--- src/rtl/fifo_pkg.sv ---
// Shared constants and lane helpers for the sync_fifo consumer blocks.
package fifo_pkg;

  localparam int DEF_WIDTH = 8;
  localparam int DEF_RATIO = 4;

  // Bit offset of lane k inside a packed word built from width-bit entries.
  function automatic int unsigned lane_offset(input int unsigned k, input int unsigned width);
    return k * width;
  endfunction

endpackage

--- src/rtl/fifo_rd_packer_acc.sv ---
// Lane-indexed accumulator: collects entries little-endian into one wide word
// and exposes the word as it will look after this cycle's capture.
module packer_acc
  import fifo_pkg::*;
#(
  parameter int WIDTH = DEF_WIDTH,
  parameter int RATIO = DEF_RATIO,
  parameter int CNT_W = $clog2(RATIO + 1)
) (
  input  logic                   clk,
  input  logic                   rst,
  input  logic                   capture,
  input  logic [WIDTH-1:0]       cap_data,
  input  logic                   clear,
  output logic [CNT_W-1:0]       acc_cnt,
  output logic [WIDTH*RATIO-1:0] acc_word
);

  localparam int WORD_W = WIDTH * RATIO;

  logic [WORD_W-1:0] acc_data;

  // Merge the entry being captured into lane acc_cnt.
  always_comb begin
    // NOTE: acc_word gets a full default before the conditional lane write, so no latch is inferred.
    acc_word = acc_data;
    if (capture) begin
      for (int i = 0; i < RATIO; i++) begin
        if (acc_cnt == CNT_W'(i)) begin
          acc_word[lane_offset(i, WIDTH) +: WIDTH] = cap_data;
        end
      end
    end
  end

  // Accumulator storage: clear wins over capture because the merged word has
  // already been handed to the output register on that edge.
  always_ff @(posedge clk) begin
    if (rst || clear) begin
      // NOTE: the data lanes are cleared, not just the count, because a flushed
      // partial word relies on the unused upper lanes already being zero.
      acc_data <= '0;
      acc_cnt  <= '0;
    end else if (capture) begin
      // NOTE: non-blocking assignments keep every flop reading pre-edge values.
      acc_data <= acc_word;
      acc_cnt  <= acc_cnt + CNT_W'(1);
    end
  end

endmodule

--- src/rtl/fifo_rd_packer.sv ---
// Pops entries from a sync_fifo read port and packs RATIO of them into one
// little-endian word on a valid/ready port; flush emits a zero-padded partial.
module fifo_rd_packer
  import fifo_pkg::*;
#(
  parameter int WIDTH = DEF_WIDTH,
  parameter int RATIO = DEF_RATIO,
  parameter int CNT_W = $clog2(RATIO + 1)
) (
  input  logic                   clk,
  input  logic                   rst,
  input  logic                   fifo_empty,
  input  logic [WIDTH-1:0]       fifo_data,
  output logic                   rd_en,
  input  logic                   flush,
  output logic                   out_valid,
  input  logic                   out_ready,
  output logic [WIDTH*RATIO-1:0] out_data,
  output logic [CNT_W-1:0]       out_cnt,
  output logic                   busy
);

  localparam int WORD_W = WIDTH * RATIO;
  localparam logic [CNT_W-1:0] CNT_FULL = CNT_W'(RATIO);
  localparam logic [CNT_W-1:0] CNT_LAST = CNT_W'(RATIO - 1);
  localparam logic [CNT_W:0]   OCC_FULL = (CNT_W + 1)'(RATIO);

  logic [CNT_W-1:0]  acc_cnt;
  logic [WORD_W-1:0] acc_word;
  logic [CNT_W:0]    occ;
  logic              inflight;
  logic              flush_pend;
  logic              out_can_load;
  logic              full_load;
  logic              flush_load;
  logic              load_word;

  packer_acc #(
    .WIDTH (WIDTH),
    .RATIO (RATIO),
    .CNT_W (CNT_W)
  ) u_acc (
    .clk      (clk),
    .rst      (rst),
    .capture  (inflight),
    .cap_data (fifo_data),
    .clear    (load_word),
    .acc_cnt  (acc_cnt),
    .acc_word (acc_word)
  );

  // Pop and load decisions from registered state; occ counts the entry in flight.
  always_comb begin
    out_can_load = !out_valid || out_ready;
    occ          = {1'b0, acc_cnt} + {{CNT_W{1'b0}}, inflight};
    full_load    = out_can_load && (occ == OCC_FULL);
    flush_load   = flush_pend && !inflight && (acc_cnt != '0) &&
                   (acc_cnt < CNT_FULL) && out_can_load;
    load_word    = full_load || flush_load;
    // The second term lets the pop for the next word overlap the capture that
    // completes this one, which is what sustains one pop per cycle.
    rd_en        = !fifo_empty && !flush_pend &&
                   ((occ < OCC_FULL) ||
                    (inflight && (acc_cnt == CNT_LAST) && out_can_load));
    busy         = (acc_cnt != '0) || inflight || flush_pend;
  end

  // Pop tracking: a pop issued this cycle returns data to capture next cycle.
  always_ff @(posedge clk) begin
    if (rst) begin
      inflight <= 1'b0;
    end else begin
      inflight <= rd_en;
    end
  end

  // Flush request: held until the accumulator is empty or its partial is emitted.
  always_ff @(posedge clk) begin
    if (rst) begin
      flush_pend <= 1'b0;
    end else if (flush_pend) begin
      if (!inflight && ((acc_cnt == '0) || flush_load)) begin
        flush_pend <= 1'b0;
      end
    end else if (flush) begin
      flush_pend <= 1'b1;
    end
  end

  // Output register: loads a full or flushed word, otherwise holds until accepted.
  always_ff @(posedge clk) begin
    if (rst) begin
      out_valid <= 1'b0;
      out_data  <= '0;
      out_cnt   <= '0;
    end else if (load_word) begin
      out_valid <= 1'b1;
      out_data  <= acc_word;
      out_cnt   <= full_load ? CNT_FULL : acc_cnt;
    end else if (out_ready) begin
      out_valid <= 1'b0;
    end
  end

endmodule

--- config.mk ---
export PLATFORM = sky130hd
export DESIGN_NAME = fifo_rd_packer
export DESIGN_NICKNAME = d
export VERILOG_FILES = /design/src/rtl/fifo_pkg.sv /design/src/rtl/fifo_rd_packer_acc.sv /design/src/rtl/fifo_rd_packer.sv
export SDC_FILE = /design/constraint.sdc
export NUM_CORES = 1
export LEC_CHECK = 0
export CAP_MARGIN = 20
export CORE_MARGIN = 2
export CORE_UTILIZATION = 43
export DETAILED_ROUTE_END_ITERATION = 10
export PLACE_DENSITY = 0.82
export SYNTH_ARGS = -nofsm -noshare
export SYNTH_HDL_FRONTEND = slang
export SYNTH_SLANG_ARGS = --single-unit
--- constraint.sdc ---
create_clock -name clk -period 1.8 [get_ports clk]
set_input_delay 0.54 -clock clk [delete_from_list [all_inputs] [get_ports clk]]
set_output_delay 0.54 -clock clk [all_outputs]
set_load 0.02 [all_outputs]
Yosys cells after proc, flatten, opt, wreduce, memory -nomap -nowiden
Index checks and enable logic that the tools add are counted.

Bits in registers: 73. Input bits: 13. Output and inout port bits: 38. Word-level logic and storage cells: 50.

Add/sub/neg operators: 2. Magnitude comparators: 2. Equality and inequality tests: 4. Muxes and demuxes: 11. Reduce and logical (&&, ||, !) cells: 24.

Operators with widths (number): two-way mux 32 bit (1); two-way mux 8 bit (4); logical AND 1 bit (10); logical OR 1 bit (7); == test 3 x 2 -> 1 bit, second input constant (2); two-way mux 1 bit (5); adder 3 x 1 -> 4 bit (1); == test 4 x 3 -> 1 bit, second input constant (1); zero test 1 bit (4); less-than comparator 4 x 3 -> 1 bit, second input constant (1); adder 3 x 1 -> 3 bit, second input constant (1); == test 3 x 1 -> 1 bit, second input constant (1); zero test 3 bit (1); less-than comparator 3 bit, second input constant (1); two-way mux 3 bit (1); nonzero test 3 bit (1); nonzero test 2 bit (1).

Logic depth before layout (Yosys ltp)
Depth in word-level cells: 9. Gate-level depth with buffers: 7. Depth with buffers taken out: 6.

Hierarchy
From an unflattened synthesis, not the netlist that was laid out.

Cells, all modules: 362. Area total of the unflattened synthesis: 3662.3 um^2.

Modules (own cells, without submodules): packer_acc (instances 1, cells an instance 181, area each 1941.9 um^2, sequential area each 700.7 um^2); fifo_rd_packer (instances 1, cells an instance 181, area each 1720.4 um^2, sequential area each 760.7 um^2).

Least setup slack after synthesis
No wires, ideal clock.

Path type: reg2out. From: register u_acc.acc_cnt[0]. To: output rd_en. Data arrival time: 1.680 ns. Required time: 1.260 ns. Slack: -0.420 ns. Cell stages (with the launch flop): 7. Buffers on the path: 0. Cells stage by stage: dfxtp_1 ha_1 ha_1 nand2_1 a21oi_1 a311oi_1 nor3_1.

Cells in the longest elaborated chain, start to end: 5. Elaborated cells on any way between the ends: 7. Classes of those cells: add/sub (1); order compare (1); eq/ne (1); reduce/logical (4).

RTL lines: start: declaration (RTL line fifo_rd_packer_acc.sv:15) `output logic [CNT_W-1:0] acc_cnt,`; start signal: assignment (RTL line fifo_rd_packer_acc.sv:47) `acc_cnt <= acc_cnt + CNT_W'(1);`; branches (longest 3 deep; another with adder 3 x 1 -> 4 bit); logical OR 1 bit (*) (RTL line fifo_rd_packer.sv:63) `((occ < OCC_FULL) ||`; logical AND 1 bit (*) (RTL line fifo_rd_packer.sv:62) `rd_en = !fifo_empty && !flush_pend &&`; end: declaration (RTL line fifo_rd_packer.sv:14) `output logic rd_en,`.

Every way passes the cells marked *.

Worst setup path in the final report
Same ends and word-level chain as after synthesis.

==> metrics.txt <==
status=complete, but fails checks; failing checks=negative setup slack; diode count=0; critical-path cell list=ha_4, ha_4, nand2_4, a21oi_2, a311oi_2, nor3_2, buf_4; FF-to-FF Start=u_acc.acc_cnt[0]; Least-Margin Pin Slew=0.467 ns; R2R cell count=10; CP startpoint=u_acc.acc_cnt[0]; critical path's most frequent cell=ha_4; final count of hold timing violations=0; syn nets=287; clk slew on worst S/H paths=0.08 ns; critical path arrival=1.65 ns; Hold Startpoint=out_cnt[2]; Critical path buffers and inverters=1; Hold-fix buffers, CTS=0; hold path cells=2; period utilization=122%; highest net fanout along the worst path=3; Initial Utilization=44.5%; Die H=85.1 um; 1st-iter DRT viols=155; class of the most critical hold timing path=flip-flop to flip-flop; synthesis-stage register bit count=73; largest net degree at the start of global routing=20; commonest non-fill, non-tap cell in the layout=dfxtp_1; Crit. End Element=output pin; Peak VDD IR=0.582 mV; Required @ worst endpoint=1.26 ns; EDFF count, synth=0; ys async rst share=0%; Leak Pwr=1.98 nW; post-DP HPWL=4620 um; clk_skew=0.00787 ns; share of cells above drive strength 1=41.7%; Final Setup Violations=73; commonest non-fill, non-tap cells in the layout=dfxtp_1, nor2_1, dlygate4sd2_1; Pwr per Cell Area=901 mW/mm^2; CTS tree=yes; Critical Path Sink=rd_en; worst skew pair latency=0.35 ns; Antenna Nets Post-Route=0; max cap viols=0; sequential share of the synthesized area=51.7%; Peak Freq=0.456 GHz; Worst R2R Setup Slack=-0.27 ns; Crit Path Class=flip-flop to output pin; critical path's top delay family=flip-flops; WL/cell=21.7 um; Main synth FF type=dfxtp_1; initial antenna violation count=0; Syn. warnings=0; Rows=29; DR pass1 iterations=4; Remaining Overflow, GRT=0; # DRC=0; area grow syn2layout=63.7%; minimum clock period=2.19 ns; die area=0.00724 sq mm; Max Buffers Root-to-Sink=2; Slew Limit Fails=0; slack of the critical path=-0.392 ns; vias after detailed routing=2530; GR Util All Layers=24.2%; final core occ=72.9%; Slowest cell on crit path=dfxtp_4; CTS buffer count=9; clock sink count=73; number of global-route vias before repair=2459; cells after synthesis=267; die width=85.1 um; Pwr Total=4.17 mW; core area=0.00635 sq mm; # IOs=51; drt via density=5.70; unrepaired setup endpoints after global routing=true; Mean Syn Cell Area=10.6 sq um; Worst slew margin=68.0%; CP peak stage delay=0.38 ns; nets=383; Final Cell Area=0.00463 sq mm; R2R Path End=u_acc.acc_data[16]; CP startpoint kind=flip-flop; CTS root buffer=clkbuf_8; Cell variety after synth=30; H-tree depth=3; Routed WL=9620 um; DP Area=0.00364 sq mm; GP Congestion=0.774; first-pass GRT wire length=13300 um; critical path depth=7; # port buffers=50; Synth Cell Area=0.00283 sq mm
[power by group]
part / switching (mW) / internal (mW) / total [mW]
Combinational: 0.557 / 0.470 / 1.03
Clock: 0.618 / 0.748 / 1.37
Sequential: 0.0628 / 1.72 / 1.78
Total: 1.24 / 2.93 / 4.17
[metal layers]
metal  track usage, %  share of wire, %  up-vias
met1             30.5                40     1254
met5                0                 0        -
li1                 -                 -     1158
met4             11.7               3.1        0
met2             39.8                50       91
met3             4.67               5.9       27
[cells in the mapped netlist (all sizes together) (3+ instances only)]
master | instances | area share [%]
dfxtp | 73 | 52
nor2 | 70 | 9.6
mux2i | 33 | 12
a221oi | 32 | 12
buf | 14 | 2.6
nand2 | 8 | 1.2
ha | 7 | 3.1
a21oi | 4 | 0.71
clkbuf | 4 | 0.53
inv | 3 | 0.40
nand3 | 3 | 1.1
[worst min path at each step]
stage	to	slack, ns
6_report	out_cnt[2]	0.47
5_1_grt	out_cnt[2]	0.51
2_1_floorplan	u_acc.acc_data[27]	0.46
4_1_cts	out_cnt[1]	0.48
3_5_place_dp	out_cnt[2]	0.47
3_3_place_gp	out_cnt[2]	0.45
[cell type report]
| type | instances | area (sq um) |
|---|---|---|
| Clock inverter | 2 | 37.5 |
| Timing Repair Buffer | 103 | 1140 |
| Multi-Input combinational cell | 173 | 1690 |
| Fill cell | 404 | 1720 |
| Tap cell | 77 | 96.3 |
| Clock buffer | 13 | 169 |
| Inverter | 3 | 16.3 |
| Sequential cell | 73 | 1470 |
[worst min-delay path: cells and delay by family, from the launching register on]
kind | cells | cell delay [ns]
flops | 1 | 0.32
compound gates | 1 | 0.06
simple gates | 1 | 0.05
[logic make-up (layout without fill, tap and decap cells)]
kind of cell    count (synthesis)  count (layout)  synth area share (%)
simple gates                   89              89                  13.8
fa+ha+maj                       7               7                  3.10
buf+inv                        21             121                  3.54
xor+xnor                        1               1                 0.310
compound gates                 43              43                  15.9
mux                            33              33                  11.7
flops                          73              73                  51.7
[stage by stage]
| stage | setup TNS (ns) | cells | setup slack (ns) | hold WS, ns |
|---|---|---|---|---|
| floorplan | -0.0138 | 267 | -0.0138 | 0.460 |
| detailed placement | -22.05 | 403 | -0.773 | 0.471 |
| CTS | -7.17 | 439 | -0.378 | 0.479 |
| global placement | -19.83 | 403 | -0.756 | 0.450 |
| global route | -15.95 | 444 | -0.482 | 0.510 |
| finish | -11.56 | 444 | -0.392 | 0.474 |
[registers in the layout, summed over array words and instances, names as in the netlist]
name            cells
out_valid           1
u_acc.acc_data     32
out_cnt             3
flush_pend          1
inflight            1
out_data           32
u_acc.acc_cnt       3
[timing repair]
action,in CTS,in global routing
setup endpoints to repair,95,73
gates resized for setup,86,90
setup buffers,17,7
gates cloned,6,3
pin swaps,10,18
No activity file was read; power rests on OpenSTA's default activity.
==> RTL edit 1 (config.mk and constraints unchanged) <==
Set the package constant `DEF_RATIO` to 16 (it was 4).
--- a/src/rtl/fifo_pkg.sv
+++ b/src/rtl/fifo_pkg.sv
@@ -2,7 +2,7 @@
 package fifo_pkg;
 
   localparam int DEF_WIDTH = 8;
-  localparam int DEF_RATIO = 4;
+  localparam int DEF_RATIO = 16;
 
   // Bit offset of lane k inside a packed word built from width-bit entries.
   function automatic int unsigned lane_offset(input int unsigned k, input int unsigned width);
Ports: changed (resized out_cnt and out_data); port bits go from 51 to 149. No check against the original RTL was run, so the function may have changed too.
==> RTL edit 1 against the unedited design <==
  * Cell area rose to 3.6 times the old value
  * Non-clock buffer count rose by 223
  * The run still ends with negative setup slack left
  * Sequential cell count is 196 higher
  * Cell count rose to 3.5 times the old value
  * Setup slack worse by 0.41 ns
  * Clock power increased to 4.2 times the old value
  * Wire length grew to 4.0 times the old value
  * First-iteration DRC count increased to 3.9 times the old value
  * Total power rose to 3.9 times the old value
  * Utilization is 0.90 points lower
  * Synthesized area rose to 3.6 times the old value
  * Register-to-register slack lost 0.54 ns
  * Via count rose to 3.6 times the old value
==> RTL edit 1: results (changes against the unedited design) <==
| Metric | Value |
|---|---|
| Status | finished, violations left (unchanged) |
| Violated checks | negative setup slack (unchanged) |
| Avg Cell Area, Syn | 10.7 um2 (was 10.6 um2) |
| Grt met3 use | 5.42% (was 4.67%) |
| Leak pwr | 6.27 nW (was 1.98 nW) |
| Post-synthesis mux area share | 12.8% (was 11.7%) |
| Post-Place Worst Slack | -0.840 ns (was -0.773 ns) |
| # port buffers | 148 (was 50) |
| Grt met1 use | 36.9% (was 30.5%) |
| Power per Cell Area | 967 nW/um2 (was 901 nW/um2) |
| Final WL | 38500 um (was 9620 um) |
| Syn_nets | 975 (was 287) |
| Post-synthesis adder-cell area fraction | 0.854% (was 3.10%) |
| Pre-antenna DRT Iters | 5 (was 4) |
| Setup Viol. Count Final | 269 (was 73) |
| Starting DRT DRC Count | 607 (was 155) |
| Met2 usage | 50.5% (was 39.8%) |
| Final Skew | 0.0213 ns (was 0.00787 ns) |
| Post-CTS sizing | 407 (was 86) |
| GPL Wtd Cong | 0.779 (was 0.774) |
| Total setup buffers inserted after CTS | 49 (was 17) |
| Hpwl dp | 16600 um (was 4620 um) |
| Number of fill cells | 1462 (was 404) |
| First-pass GRT wire length | 57100 um (was 13300 um) |
| Crit path max-delay family | buffers and inverters (was flip-flops) |
| Maximum VDD drop | 0.000704 V (was 0.000582 V) |
| Clock buffer count from CTS | 27 (was 9) |
| Final setup margin | -0.806 ns (was -0.392 ns) |
| Total global-route track usage | 29.9% (was 24.2%) |
| CP Max Fanout | 8 (was 3) |
| Placed Instance Area | 12900 um2 (was 3640 um2) |
| Bufs on Longest Clock Path | 3 (was 2) |
| Xor/xnor share of the synthesized area | 0.427% (was 0.310%) |
| Root Driver | clkbuf_16 (was clkbuf_8) |
| Synth Area in Compound Gates | 15.2% (was 15.9%) |
| Netlist cell types | 42 (was 30) |
| Register area share after synthesis | 52.5% (was 51.7%) |
| CTS H-tree depth | 1 (was 3) |
| Final net count | 1242 (was 383) |
| Fraction of layout cells with a size suffix above 1 | 43.7% (was 41.7%) |
| R2r worst-path depth | 11 (was 10) |
| Fin Setup TNS | -180.26 ns (was -11.56 ns) |
| Largest net degree at the start of global routing | 131 (was 20) |
| Top post-synthesis cells by area | dfxtp_1, mux2i_1, nor2_1 (unchanged) |
-- RTL edit 1: cell types whose count changed after synthesis, moves of 4 or more --
cell / change
nor3_1: +4
nand3_1: +4
dfxtp_1: +196
nor2_1: +176
a221oi_1: +54
buf_2: +32
clkbuf_1: +26
buf_6: +12
a221oi_2: +42
mux2i_1: +98
nor2_2: +27
-- RTL edit 1: kinds of logic (layout without fill, tap and decap cells) --
logic type | after synthesis | after routing
muxes | 131 | 131
and+or+nand+nor | 313 | 313
AOI/OAI and AO/OA | 139 | 139
DFF | 269 | 269
other | 0 | 1
buffers and inverters | 91 | 375
xor gates and xnor gates | 5 | 5
adders and majority gates | 7 | 7
-- RTL edit 1: final timing paths --
kind | startpoint | endpoint | slack (ns)
worst min register to register | out_cnt[4]$_SDFFE_PP0P_ | out_cnt[4]$_SDFFE_PP0P_ | 0.49
worst max-delay path | u_acc.acc_cnt[0]$_SDFFE_PP0P_ | out_data[40]$_SDFFE_PP0P_ | -0.81
worst min-delay path | rst | out_cnt[4]$_SDFFE_PP0P_ | 0.21
worst max register to register | u_acc.acc_cnt[0]$_SDFFE_PP0P_ | out_data[40]$_SDFFE_PP0P_ | -0.81
-- RTL edit 1: final cells by class --
class	count	area share, %
Inverter	3	0.0668
Multi-Input combinational cell	595	34.7
Tap cell	319	2.37
Sequential cell	269	32.0
Antenna cell	1	0.0149
Clock buffer	38	4.73
Timing Repair Buffer	326	25.6
Clock inverter	8	0.557
-- RTL edit 1: where the power goes --
part	internal, mW	switching (mW)
clock network	3.35	2.44
logic	1.88	2.09
registers	6.30	0.229
total	11.5	4.76
-- RTL edit 1: routing by layer --
metal	up-vias	share of wire (%)
li1	3960	-
met1	4544	40
met2	440	49
met3	124	6.8
met4	0	4.0
met5	-	0
==> RTL edit 2 (same settings) <==
Made on the original files. Reset style: asynchronous (`rst`), changed in 3 clocked blocks.
--- a/src/rtl/fifo_rd_packer.sv
+++ b/src/rtl/fifo_rd_packer.sv
@@ -66,7 +66,7 @@
   end
 
   // Pop tracking: a pop issued this cycle returns data to capture next cycle.
-  always_ff @(posedge clk) begin
+  always_ff @(posedge clk or posedge rst) begin
     if (rst) begin
       inflight <= 1'b0;
     end else begin
@@ -75,7 +75,7 @@
   end
 
   // Flush request: held until the accumulator is empty or its partial is emitted.
-  always_ff @(posedge clk) begin
+  always_ff @(posedge clk or posedge rst) begin
     if (rst) begin
       flush_pend <= 1'b0;
     end else if (flush_pend) begin
@@ -88,7 +88,7 @@
   end
 
   // Output register: loads a full or flushed word, otherwise holds until accepted.
-  always_ff @(posedge clk) begin
+  always_ff @(posedge clk or posedge rst) begin
     if (rst) begin
       out_valid <= 1'b0;
       out_data  <= '0;
Function: differs if rst is asserted again (counterexample within 4 cycles, from zero or initial values and one cycle with rst high); with rst held inactive, the same outputs for 10 cycles.
==> RTL edit 2 against the unedited design <==
  * The flow still finishes with violations (negative setup slack)
  * Wire length fell by 28%
  * Sequential cell count is the same
  * Cell count down 2.3%
  * Hold slack improved by 0.035 ns
  * Fmax decreased by 2.5%
  * Sequential share of layout area up 6.5 points
  * Cell area decreased by 6.6%
  * Critical path depth shrank 1
  * Setup slack lost 0.056 ns
  * Synthesized area rose by 5.1%
Power is not compared: it rests on default switching activity, and its combinational part moved more than twofold at a synthesized area within 25%.
==> RTL edit 2: results (changes against the unedited design) <==
| Metric | Value |
|---|---|
| Final Skew | 0.0119 ns (was 0.00787 ns) |
| Register area share after synthesis | 55.6% (was 51.7%) |
| Final net count | 369 (was 383) |
| Rel. slew slack | 65.6% (was 68.0%) |
| Top_reg_cell synth | dfrtp_1 (was dfxtp_1) |
| Reg-to-reg startpoint | inflight$_DFF_PP0_ (was u_acc.acc_cnt[0]$_SDFFE_PP0P_) |
| Top post-synthesis cells by area | dfrtp_1, dfxtp_1, mux2i_1 (was dfxtp_1, mux2i_1, nor2_1) |
| Starting DRT DRC Count | 87 (was 155) |
| R2r worst-path depth | 11 (was 10) |
| Reg2reg end | out_data[4]$_DFFE_PP0P_ (was u_acc.acc_data[16]$_SDFFE_PP0P_) |
| Min-Delay Endpoint | inflight$_DFF_PP0_ (was out_cnt[2]$_SDFFE_PP0P_) |
| Netlist cell types | 27 (was 30) |
| Final Non-Filler Cells | 434 (was 444) |
| Largest net degree at the start of global routing | 39 (was 20) |
| Fin Setup TNS | -15.31 ns (was -11.56 ns) |
| Synth cell count leaders | mux2i_1, dfrtp_1, nor2_1 (was dfxtp_1, nor2_1, mux2i_1) |
| Syn_nets | 273 (was 287) |
| Vias in the first global route | 2161 (was 2459) |
| Hold Slack | 0.510 ns (was 0.474 ns) |
| Post-Place Worst Slack | -0.744 ns (was -0.773 ns) |
| Fraction of layout cells with a size suffix above 1 | 23.4% (was 41.7%) |
| Async SR Flop Fraction | 52.1% (was 0%) |
| Setup Viol. Count Final | 69 (was 73) |
| Violated checks | negative setup slack (unchanged) |
| Status | finished, violations left (unchanged) |
| First-pass GRT wire length | 11100 um (was 13300 um) |
| Placed Instance Area | 3730 um2 (was 3640 um2) |
| CP Max Fanout | 2 (was 3) |
| Worst hold stages | 1 (was 2) |
| Instance count of the mapped netlist | 253 (was 267) |
| GPL Wtd Cong | 0.778 (was 0.774) |
| Reg2Reg Setup Slack | -0.32 ns (was -0.27 ns) |
| Final setup margin | -0.448 ns (was -0.392 ns) |
RTL edit 2: cell count changes after synthesis, sizes merged, moves of 7 or more:
cell / change
dfrtp: +38
nor2: -31
buf: -7
inv: +33
mux2i: +34
dfxtp: -38
a221oi: -32
RTL edit 2: cell families after synthesis:
logic type	share of synthesized area, %
AOI/OAI and AO/OA	1.05
xor gates and xnor gates	0.884
adders and majority gates	2.95
buffers and inverters	7.49
DFF	55.6
muxes	22.6
and+or+nand+nor	9.47
RTL edit 2: layer usage:
layer | vias up | track usage [%] | wire, um
li1 | 1023 | - | -
met1 | 1053 | 27.2 | 3290
met2 | 45 | 29.9 | 3280
met3 | 9 | 4.83 | 285
met4 | 0 | 6.29 | 102
met5 | - | 0 | 0
RTL edit 2: area by class of cell:
type / instances / area [um2]
inverters: 36 / 139
multi-input cells: 137 / 1180
clock buffers: 9 / 124
repair buffers: 92 / 1000
fillers: 500 / 2430
flip-flops and latches: 73 / 1650
well taps: 80 / 100
clock inverters: 7 / 124
RTL edit 2: worst max-delay path by stage:
stage | startpoint | end
CTS | inflight$_DFF_PP0_ | rd_en
detailed placement | out_ready | rd_en
finish | inflight$_DFF_PP0_ | rd_en
global route | inflight$_DFF_PP0_ | rd_en
floorplan | u_acc.acc_cnt[0]$_SDFFE_PP0P_ | rd_en
global placement | out_ready | rd_en
RTL edit 2: worst max-delay path: stages (launching register included):
cell,delay [ns]
dfrtp_1,0.41
ha_4,0.19
ha_4,0.18
xnor2_4,0.14
a32oi_2,0.08
nor3_2,0.18
buf_4,0.18
RTL edit 2: timing repair:
item / CTS / global route
gates cloned: 4 / 2
pin swaps: 6 / 6
setup endpoints to repair: 104 / 71
gates resized for setup: 63 / 15
setup buffers: 12 / 5
